--- src/rtl/alu_pipe.sv ---
// Single-issue ALU with a registered result stage and valid/ready handshakes.
// Non-divide ops finish in one cycle; DIVU/REMU run a restoring divider, one bit per cycle.
module alu_pipe #(
    parameter int WIDTH = 32
) (
    input  logic             clk,
    input  logic             reset,
    input  logic             in_valid,
    output logic             in_ready,
    input  logic [WIDTH-1:0] a,
    input  logic [WIDTH-1:0] b,
    input  logic [3:0]       alu_op,
    output logic             out_valid,
    input  logic             out_ready,
    output logic [WIDTH-1:0] result,
    output logic             zero,
    output logic             carry,
    output logic             overflow,
    output logic             illegal
);
    localparam int SHW = $clog2(WIDTH);
    localparam logic [SHW-1:0] LAST = SHW'(WIDTH - 1);

    typedef enum logic {IDLE, DIV} state_t;
    state_t state;

    logic [WIDTH-1:0] rem_q, quo_q, dvs_q;
    logic             is_rem;
    logic [SHW-1:0]   cnt;

    logic             accept, is_div;
    logic [WIDTH:0]   sum;
    logic [WIDTH-1:0] f_res;
    logic             f_c, f_v, f_ill;
    logic [WIDTH:0]   shifted, trial;
    logic [WIDTH-1:0] nrem, nquo;

    assign in_ready = !reset && (state == IDLE) && (!out_valid || out_ready);
    assign accept   = in_valid && in_ready;
    assign is_div   = (alu_op == 4'd10 || alu_op == 4'd11) && (b != '0);

    always_comb begin
        sum   = '0;
        f_res = '0;
        f_c   = 1'b0;
        f_v   = 1'b0;
        f_ill = 1'b0;
        case (alu_op)
            4'd0: begin
                sum   = {1'b0, a} + {1'b0, b};
                f_res = sum[WIDTH-1:0];
                f_c   = sum[WIDTH];
                f_v   = (a[WIDTH-1] == b[WIDTH-1]) && (f_res[WIDTH-1] != a[WIDTH-1]);
            end
            4'd1: begin
                f_res = a - b;
                f_c   = (a >= b);
                f_v   = (a[WIDTH-1] != b[WIDTH-1]) && (f_res[WIDTH-1] != a[WIDTH-1]);
            end
            4'd2:  f_res = a & b;
            4'd3:  f_res = a | b;
            4'd4:  f_res = a ^ b;
            4'd5:  f_res = a << b[SHW-1:0];
            4'd6:  f_res = a >> b[SHW-1:0];
            4'd7:  f_res = $signed(a) >>> b[SHW-1:0];
            4'd8:  f_res = {{(WIDTH-1){1'b0}}, ($signed(a) < $signed(b))};
            4'd9:  f_res = {{(WIDTH-1){1'b0}}, (a < b)};
            // Only reached as a single-cycle op when b == 0.
            4'd10: f_res = '1;
            4'd11: f_res = a;
            default: f_ill = 1'b1;
        endcase
    end

    // Restoring step: shift the next dividend bit into the partial remainder and trial-subtract.
    always_comb begin
        shifted = {rem_q, quo_q[WIDTH-1]};
        trial   = shifted - {1'b0, dvs_q};
        if (!trial[WIDTH]) begin
            nrem = trial[WIDTH-1:0];
            nquo = {quo_q[WIDTH-2:0], 1'b1};
        end else begin
            nrem = shifted[WIDTH-1:0];
            nquo = {quo_q[WIDTH-2:0], 1'b0};
        end
    end

    always_ff @(posedge clk) begin
        if (reset) begin
            state     <= IDLE;
            out_valid <= 1'b0;
            result    <= '0;
            zero      <= 1'b0;
            carry     <= 1'b0;
            overflow  <= 1'b0;
            illegal   <= 1'b0;
            rem_q     <= '0;
            quo_q     <= '0;
            dvs_q     <= '0;
            is_rem    <= 1'b0;
            cnt       <= '0;
        end else begin
            if (out_valid && out_ready)
                out_valid <= 1'b0;
            case (state)
                IDLE: begin
                    if (accept && is_div) begin
                        state  <= DIV;
                        rem_q  <= '0;
                        quo_q  <= a;
                        dvs_q  <= b;
                        is_rem <= alu_op[0];
                        cnt    <= '0;
                    end else if (accept) begin
                        result    <= f_res;
                        zero      <= (f_res == '0);
                        carry     <= f_c;
                        overflow  <= f_v;
                        illegal   <= f_ill;
                        out_valid <= 1'b1;
                    end
                end
                DIV: begin
                    rem_q <= nrem;
                    quo_q <= nquo;
                    cnt   <= cnt + 1'b1;
                    if (cnt == LAST) begin
                        state     <= IDLE;
                        result    <= is_rem ? nrem : nquo;
                        zero      <= ((is_rem ? nrem : nquo) == '0);
                        carry     <= 1'b0;
                        overflow  <= 1'b0;
                        illegal   <= 1'b0;
                        out_valid <= 1'b1;
                    end
                end
                default: state <= IDLE;
            endcase
        end
    end
endmodule

--- config.mk ---
export PLATFORM = sky130hd
export DESIGN_NAME = alu_pipe
export DESIGN_NICKNAME = d
export VERILOG_FILES = /design/src/rtl/alu_pipe.sv
export SDC_FILE = /design/constraint.sdc
export NUM_CORES = 1
export LEC_CHECK = 0
export CORE_MARGIN = 1
export CORE_UTILIZATION = 30
export DETAILED_ROUTE_END_ITERATION = 7
export GPL_ROUTABILITY_DRIVEN = 0
export GPL_TIMING_DRIVEN = 0
export MAX_ROUTING_LAYER = met4
export PLACE_DENSITY_LB_ADDON = 0.12
export REMOVE_ABC_BUFFERS = 1
export SYNTH_ARGS = -nofsm -noshare
export SYNTH_HDL_FRONTEND = slang
export SYNTH_SLANG_ARGS = --single-unit
--- constraint.sdc ---
create_clock -name clk -period 14.4 [get_ports clk]
set_input_delay 2.16 -clock clk [delete_from_list [all_inputs] [get_ports clk]]
set_output_delay 2.16 -clock clk [all_outputs]
set_load 0.005 [all_outputs]
Word level (Yosys, flattened, before mapping)
Cells that the tools add are included.
{"block": "word_totals", "reg_bits": 140, "input_bits": 72, "out_inout_bits": 38, "elab_cells": 104}
{"block": "op_classes", "add_sub_neg": 4, "n_lt_le_gt_ge": 3, "n_eq_ne": 20, "shifts": 3, "muxes": 39, "bitwise": 4, "n_reduce_logical": 19}
{"operator": "32-bit case mux with 12 select lines", "count": 1}
{"operator": "32-bit 2-to-1 mux", "count": 7}
{"operator": "32-bit case mux with 2 select lines", "count": 3}
{"operator": "32-bit zero test", "count": 2}
{"operator": "32-bit less-than comparator", "count": 2}
{"operator": "32-bit by 32-bit adder with 33-bit output", "count": 1}
{"operator": "33-bit by 32-bit subtractor with 33-bit output", "count": 1}
{"operator": "32-bit bitwise AND", "count": 1}
{"operator": "32-bit greater-or-equal comparator", "count": 1}
{"operator": "32-bit OR", "count": 1}
{"operator": "32-bit nonzero test", "count": 1}
{"operator": "32-bit by 5-bit left shift with 32-bit output", "count": 1}
{"operator": "32-bit by 5-bit right shift with 32-bit output", "count": 1}
{"operator": "32-bit by 5-bit >>> shifter with 32-bit output", "count": 1}
{"operator": "32-bit subtractor", "count": 1}
{"operator": "32-bit XOR", "count": 1}
{"operator": "1-bit 2-to-1 mux", "count": 18}
{"operator": "4-bit by 3-bit == test with 1-bit output, second input constant", "count": 4}
{"operator": "4-bit == test, second input constant", "count": 4}
{"operator": "1-bit case mux with 2 select lines", "count": 8}
{"operator": "12-bit OR reduction", "count": 1}
{"operator": "5-bit case mux with 2 select lines", "count": 1}
{"operator": "4-bit by 2-bit == test with 1-bit output, second input constant", "count": 2}
{"operator": "1-bit logical AND", "count": 8}
{"operator": "14 further kinds", "count": 20}

Longest topological paths before layout
Gate-level depths: netlist of run 1.
{"block": "logic_depth", "ltp_word": 7, "mapped_depth": 20, "mapped_depth_nobuf": 16}

Worst setup path after synthesis of run 1
OpenSTA, ideal clock, no wires.
{"block": "synth_timing", "kind": "input -> register", "start": "input port b[2]", "end": "register zero", "setup_ns": 0.096, "t_arrival_ns": 6.747, "required_ns": 14.304, "setup_slack_ns": 7.558, "path_stages": 20, "path_buffers": 6, "path_cell_list": "clkbuf_1 -> buf_2 -> buf_2 -> buf_1 -> inv_1 -> clkbuf_1 -> ha_1 -> clkbuf_1 -> nor3_1 -> o311ai_0 -> o211ai_1 -> o21ai_0 -> o211ai_1 -> a41oi_1 -> xnor2_1 -> o221ai_1 -> or4_1 -> nor4_1 -> a32oi_1 -> o41ai_2"}
{"block": "synth_between", "elab_chain_cells": 6}
{"element": "start, declared", "line_no": "11", "text": "input logic [WIDTH-1:0] b,"}
{"element": "32-bit subtractor, or another cell as far along", "line_no": "56", "text": "f_res = a - b;"}
{"element": "32-bit case mux with 12 select lines", "line_no": "48", "text": "case (alu_op)"}
{"element": "32-bit zero test", "line_no": "116", "text": "zero <= (f_res == '0);"}
{"element": "1-bit 2-to-1 mux", "line_no": "114", "text": "end else if (accept) begin"}
{"element": "1-bit 2-to-1 mux", "line_no": "107", "text": "if (accept && is_div) begin"}
{"element": "1-bit case mux with 2 select lines", "line_no": "105", "text": "case (state)"}
{"element": "end signal, assigned", "line_no": "116"}
{"element": "end signal, assigned", "line_no": "130", "text": "zero <= ((is_rem ? nrem : nquo) == '0);"}
{"element": "end, declared", "line_no": "16", "text": "output logic zero,"}
Several ways; a longest one is shown, not always the timed one. The select of a mux whose other input is x is not followed.
A chain may end at the register's enable or synchronous reset.

Worst setup path in the final report of run 1
{"block": "layout_timing", "start": "input port b[4]", "end": "register zero"}
Same word-level chain as after synthesis.

==> run summary, run 1 <==
Worst R2R Start - quo_q[31]
Routed Antenna Nets - 0
Slew @ Worst Pin - 1.49 ns
CP Data Required Time - 14.75 ns
Initial DRC Count - 2,751
Critical Path Source - b[4]
Sequential Power Share - 27.2%
final setup violation count - 0
Syn Inst Count - 2,516
Syn Area/Cell - 7.16 sq um
Critical Path Source Type - primary input
DRC Markers - 14
Post-CTS Setup Inserts - 0
Crit. path cell count - 15
Int Pwr - 0.858 mW
Crit path buffers/inverters - 3
post-cts repair resize count - 0
CP max stage delay - 1.45 ns
failing checks - design-rule violations, max-capacitance violations, max-slew violations
delay-heaviest family, CP - compound AO/OA/AOI/OAI gates
Critical Path AT - 9.01 ns
TritonRoute pass-1 iters - 8
layout cells sized above 1 - 7.74%
FP Rows - 89
Place WS - 5.41 ns
grt ovf - 0
Sw Ratio - 42.5%
clock latency at the later pin of the worst-skew pair - 0.44 ns
Hold Worst Slack - 0.455 ns
sequential share of the synthesized area - 15.6%
initial core utilization - 30.5%
worst r2r path cells - 17
post-layout instance area - 20,200 sq um
Buffers on Ports - 109
outcome - finished, violations left
Die Height - 247 um
Overall Global Routing Usage - 28.8%
yosys warns - 0
Detail Placement HPWL - 66,000 um
# nets final - 2,669
I/O Pins - 110
via count - 20,400
initial antenna violation count - 1
placed instance area - 19,600 sq um
top_reg_cell synth - dfxtp_1
post-synthesis register bit count - 140
first-pass GRT wire length - 128,000 um
CTS tree - built
cell mode on critical path - o211ai_1
EDFF count, synth - 0
fmax - 0.116 GHz
Synth cell types - 91
CTS max path bufs - 2
crit path capture type - flip-flop
critical path's slowest cell - clkdlybuf4s50_1
final hold violations - 0
Hold Path Class - reg -> reg
RSZ-0062 raised after global routing - false
Cell Chain, Critical Path - clkdlybuf4s50_1, inv_2, ha_1, inv_1, a21oi_1, o211ai_1, o21ai_0, o211ai_1, a41oi_1, xnor2_1, o221ai_1, or4_1, nor4_1, a32oi_1, o41ai_2
CTS hold repair buffers - 0
area of the core - 59,100 sq um
Hold Path Depth - 2
final setup skew - 0.0137 ns
Hold Path Origin - result[1]
clock transition at the registers of the reported paths - 0.07 ns
ys async rst share - 0%
Worst slew margin - -2.17%
critical path class - in -> reg
Slew Limit Fails - 1
H-tree levels - 4
overall die area - 61,000 sq um
combinational power share - 44.0%
Chip Width - 247 um
drt wl/cell - 26.8 um
largest net degree at the start of global routing - 77
switching power - 0.635 mW
CTS Root Cell - clkbuf_16
vias in the first global route - 18,900
Vias per Instance - 6.29
Period minus WS final - 8.65 ns
Power Density - 73.8 nW/um^2
area added between synthesis and finish - 12.3%
Sink Count - 140
P_leak - 7.65 nW
Synth Cell Area - 18,000 sq um
final wirelength - 87,000 um
max-cap violation count - 2
fin crit share - 60.1%
VDD IR-drop max - 0.0902 mV
cts bufs inserted - 17
worst-path fanout max - 26
Clock power frac - 28.8%
Final Worst Setup Slack - 5.75 ns
cells in the final DEF, fill, tap and decap left out, types with 16 or more instances in the layout:
| cell type | instances |
|---|---|
| nor2b_1 | 28 |
| xnor2_1 | 31 |
| a2111oi_0 | 18 |
| nand4_1 | 29 |
| clkbuf_16 | 17 |
| and2_1 | 17 |
| nor2_1 | 223 |
| nor4_1 | 26 |
| a211oi_1 | 36 |
| dfxtp_1 | 138 |
| mux2i_1 | 86 |
| xor2_1 | 18 |
| clkdlybuf4s50_1 | 102 |
| nand2b_1 | 17 |
| mux2_2 | 45 |
| o21ai_0 | 133 |
| nor3_1 | 56 |
| inv_1 | 137 |
| and3_1 | 20 |
| or3_1 | 16 |
| o211ai_1 | 33 |
| a21oi_1 | 250 |
| a22oi_1 | 80 |
| o22ai_1 | 22 |
| ha_1 | 138 |
| a221oi_1 | 31 |
| nand2_1 | 279 |
| mux4_2 | 36 |
| a31oi_1 | 25 |
| a21o_1 | 33 |
| nand3_1 | 62 |
power groups by stage:
stage / Combinational, mW / Clock, mW / Sequential [mW]
after floorplan: 0.373 / 0 / 0.411
after global placement: 0.633 / 0 / 0.415
after detailed placement: 0.637 / 0 / 0.414
after CTS: 0.640 / 0.438 / 0.405
after global routing: 0.697 / 0.458 / 0.406
final: 0.657 / 0.430 / 0.405
final timing paths:
check | end | slack (ns)
max | zero | 5.75
min reg2reg | result[1] | 0.45
min | result[1] | 0.45
max reg2reg | zero | 8.59
logic make-up (layout without fill, tap and decap cells):
family / count (synthesis) / in the layout / synth area share [%]
muxes: 168 / 168 / 12.2
adders and majority gates: 141 / 141 / 9.92
AOI/OAI and AO/OA: 840 / 840 / 31.2
xor gates and xnor gates: 49 / 49 / 2.38
other: 0 / 1 / 0
and+or+nand+nor: 828 / 828 / 21.3
DFF: 140 / 140 / 15.6
buffers and inverters: 350 / 303 / 7.44
synthesized netlist by cell type (36+ instances only):
master	n	area share, %
mux2i_1	86	4.8
o21ai_0	133	3.7
nand3_1	63	1.8
nor3_1	58	1.6
a21oi_1	250	6.9
nand2_1	279	5.8
inv_1	137	2.9
clkbuf_1	163	3.4
a22oi_1	80	3.3
dfxtp_1	140	16
nor2_1	226	4.7
mux4_2	36	4.5
mux2_2	45	2.8
a211oi_1	36	1.5
ha_1	138	9.6
sequential cells by signal (all words and copies together) (netlist names):
register	cells
dvs_q	32
quo_q	32
rem_q	32
result	32
cnt	5
carry	1
illegal	1
is_rem	1
out_valid	1
overflow	1
state	1
zero	1
through the flow:
stage / std cells / util, % / total power [mW] / setup TNS, ns
2_1_floorplan: 2307 / - / 0.784 / 0
3_3_place_gp: 3189 / 32.6 / 1.05 / -261.31
3_5_place_dp: 3209 / 33.2 / 1.05 / 0
4_1_cts: 3241 / 34.1 / 1.48 / 0
5_1_grt: 3243 / 34.2 / 1.56 / 0
6_report: 3243 / 34.2 / 1.49 / 0
per-layer routing:
metal	GRT usage (%)	up-vias	part of all wire, %
met5	-	-	0
met4	10.1	0	4.1
met3	4.55	205	8.1
met2	43.2	1146	44
met1	38.8	9845	44
li1	-	9194	-
final cells by class:
type / instances / area, sq um
tap: 773 / 967
clock buffer: 18 / 429
antenna: 1 / 2.50
fill: 6358 / 38900
multi-input combinational: 2026 / 13900
clock inverter: 14 / 126
inverter: 141 / 529
sequential: 140 / 2810
timing repair buffer: 130 / 1430
worst min-delay path: stages, from the launching register on:
cell and delay (ns):
dfxtp_1 0.31, nand2_1 0.05, a21oi_1 0.05
No activity file was read; power rests on OpenSTA's default activity.
==> run 2: changes to the inputs <==
Clock period 14.4 ns to 8.2 ns, I/O delays scaled along.
==> results of run 2 <==
The final DEF is identical to that of run 1. Status: finished, violations left: design-rule violations, max-capacitance violations, max-slew violations.
Among the figures that moved: setup slack after placement 5.41 ns -> 0.143 ns; setup slack after layout 5.75 ns -> 0.475 ns; register-to-register setup slack 8.59 ns -> 2.39 ns; total power 1.49 mW -> 2.62 mW; worst IR drop on VDD 0.0902 mV -> 0.158 mV
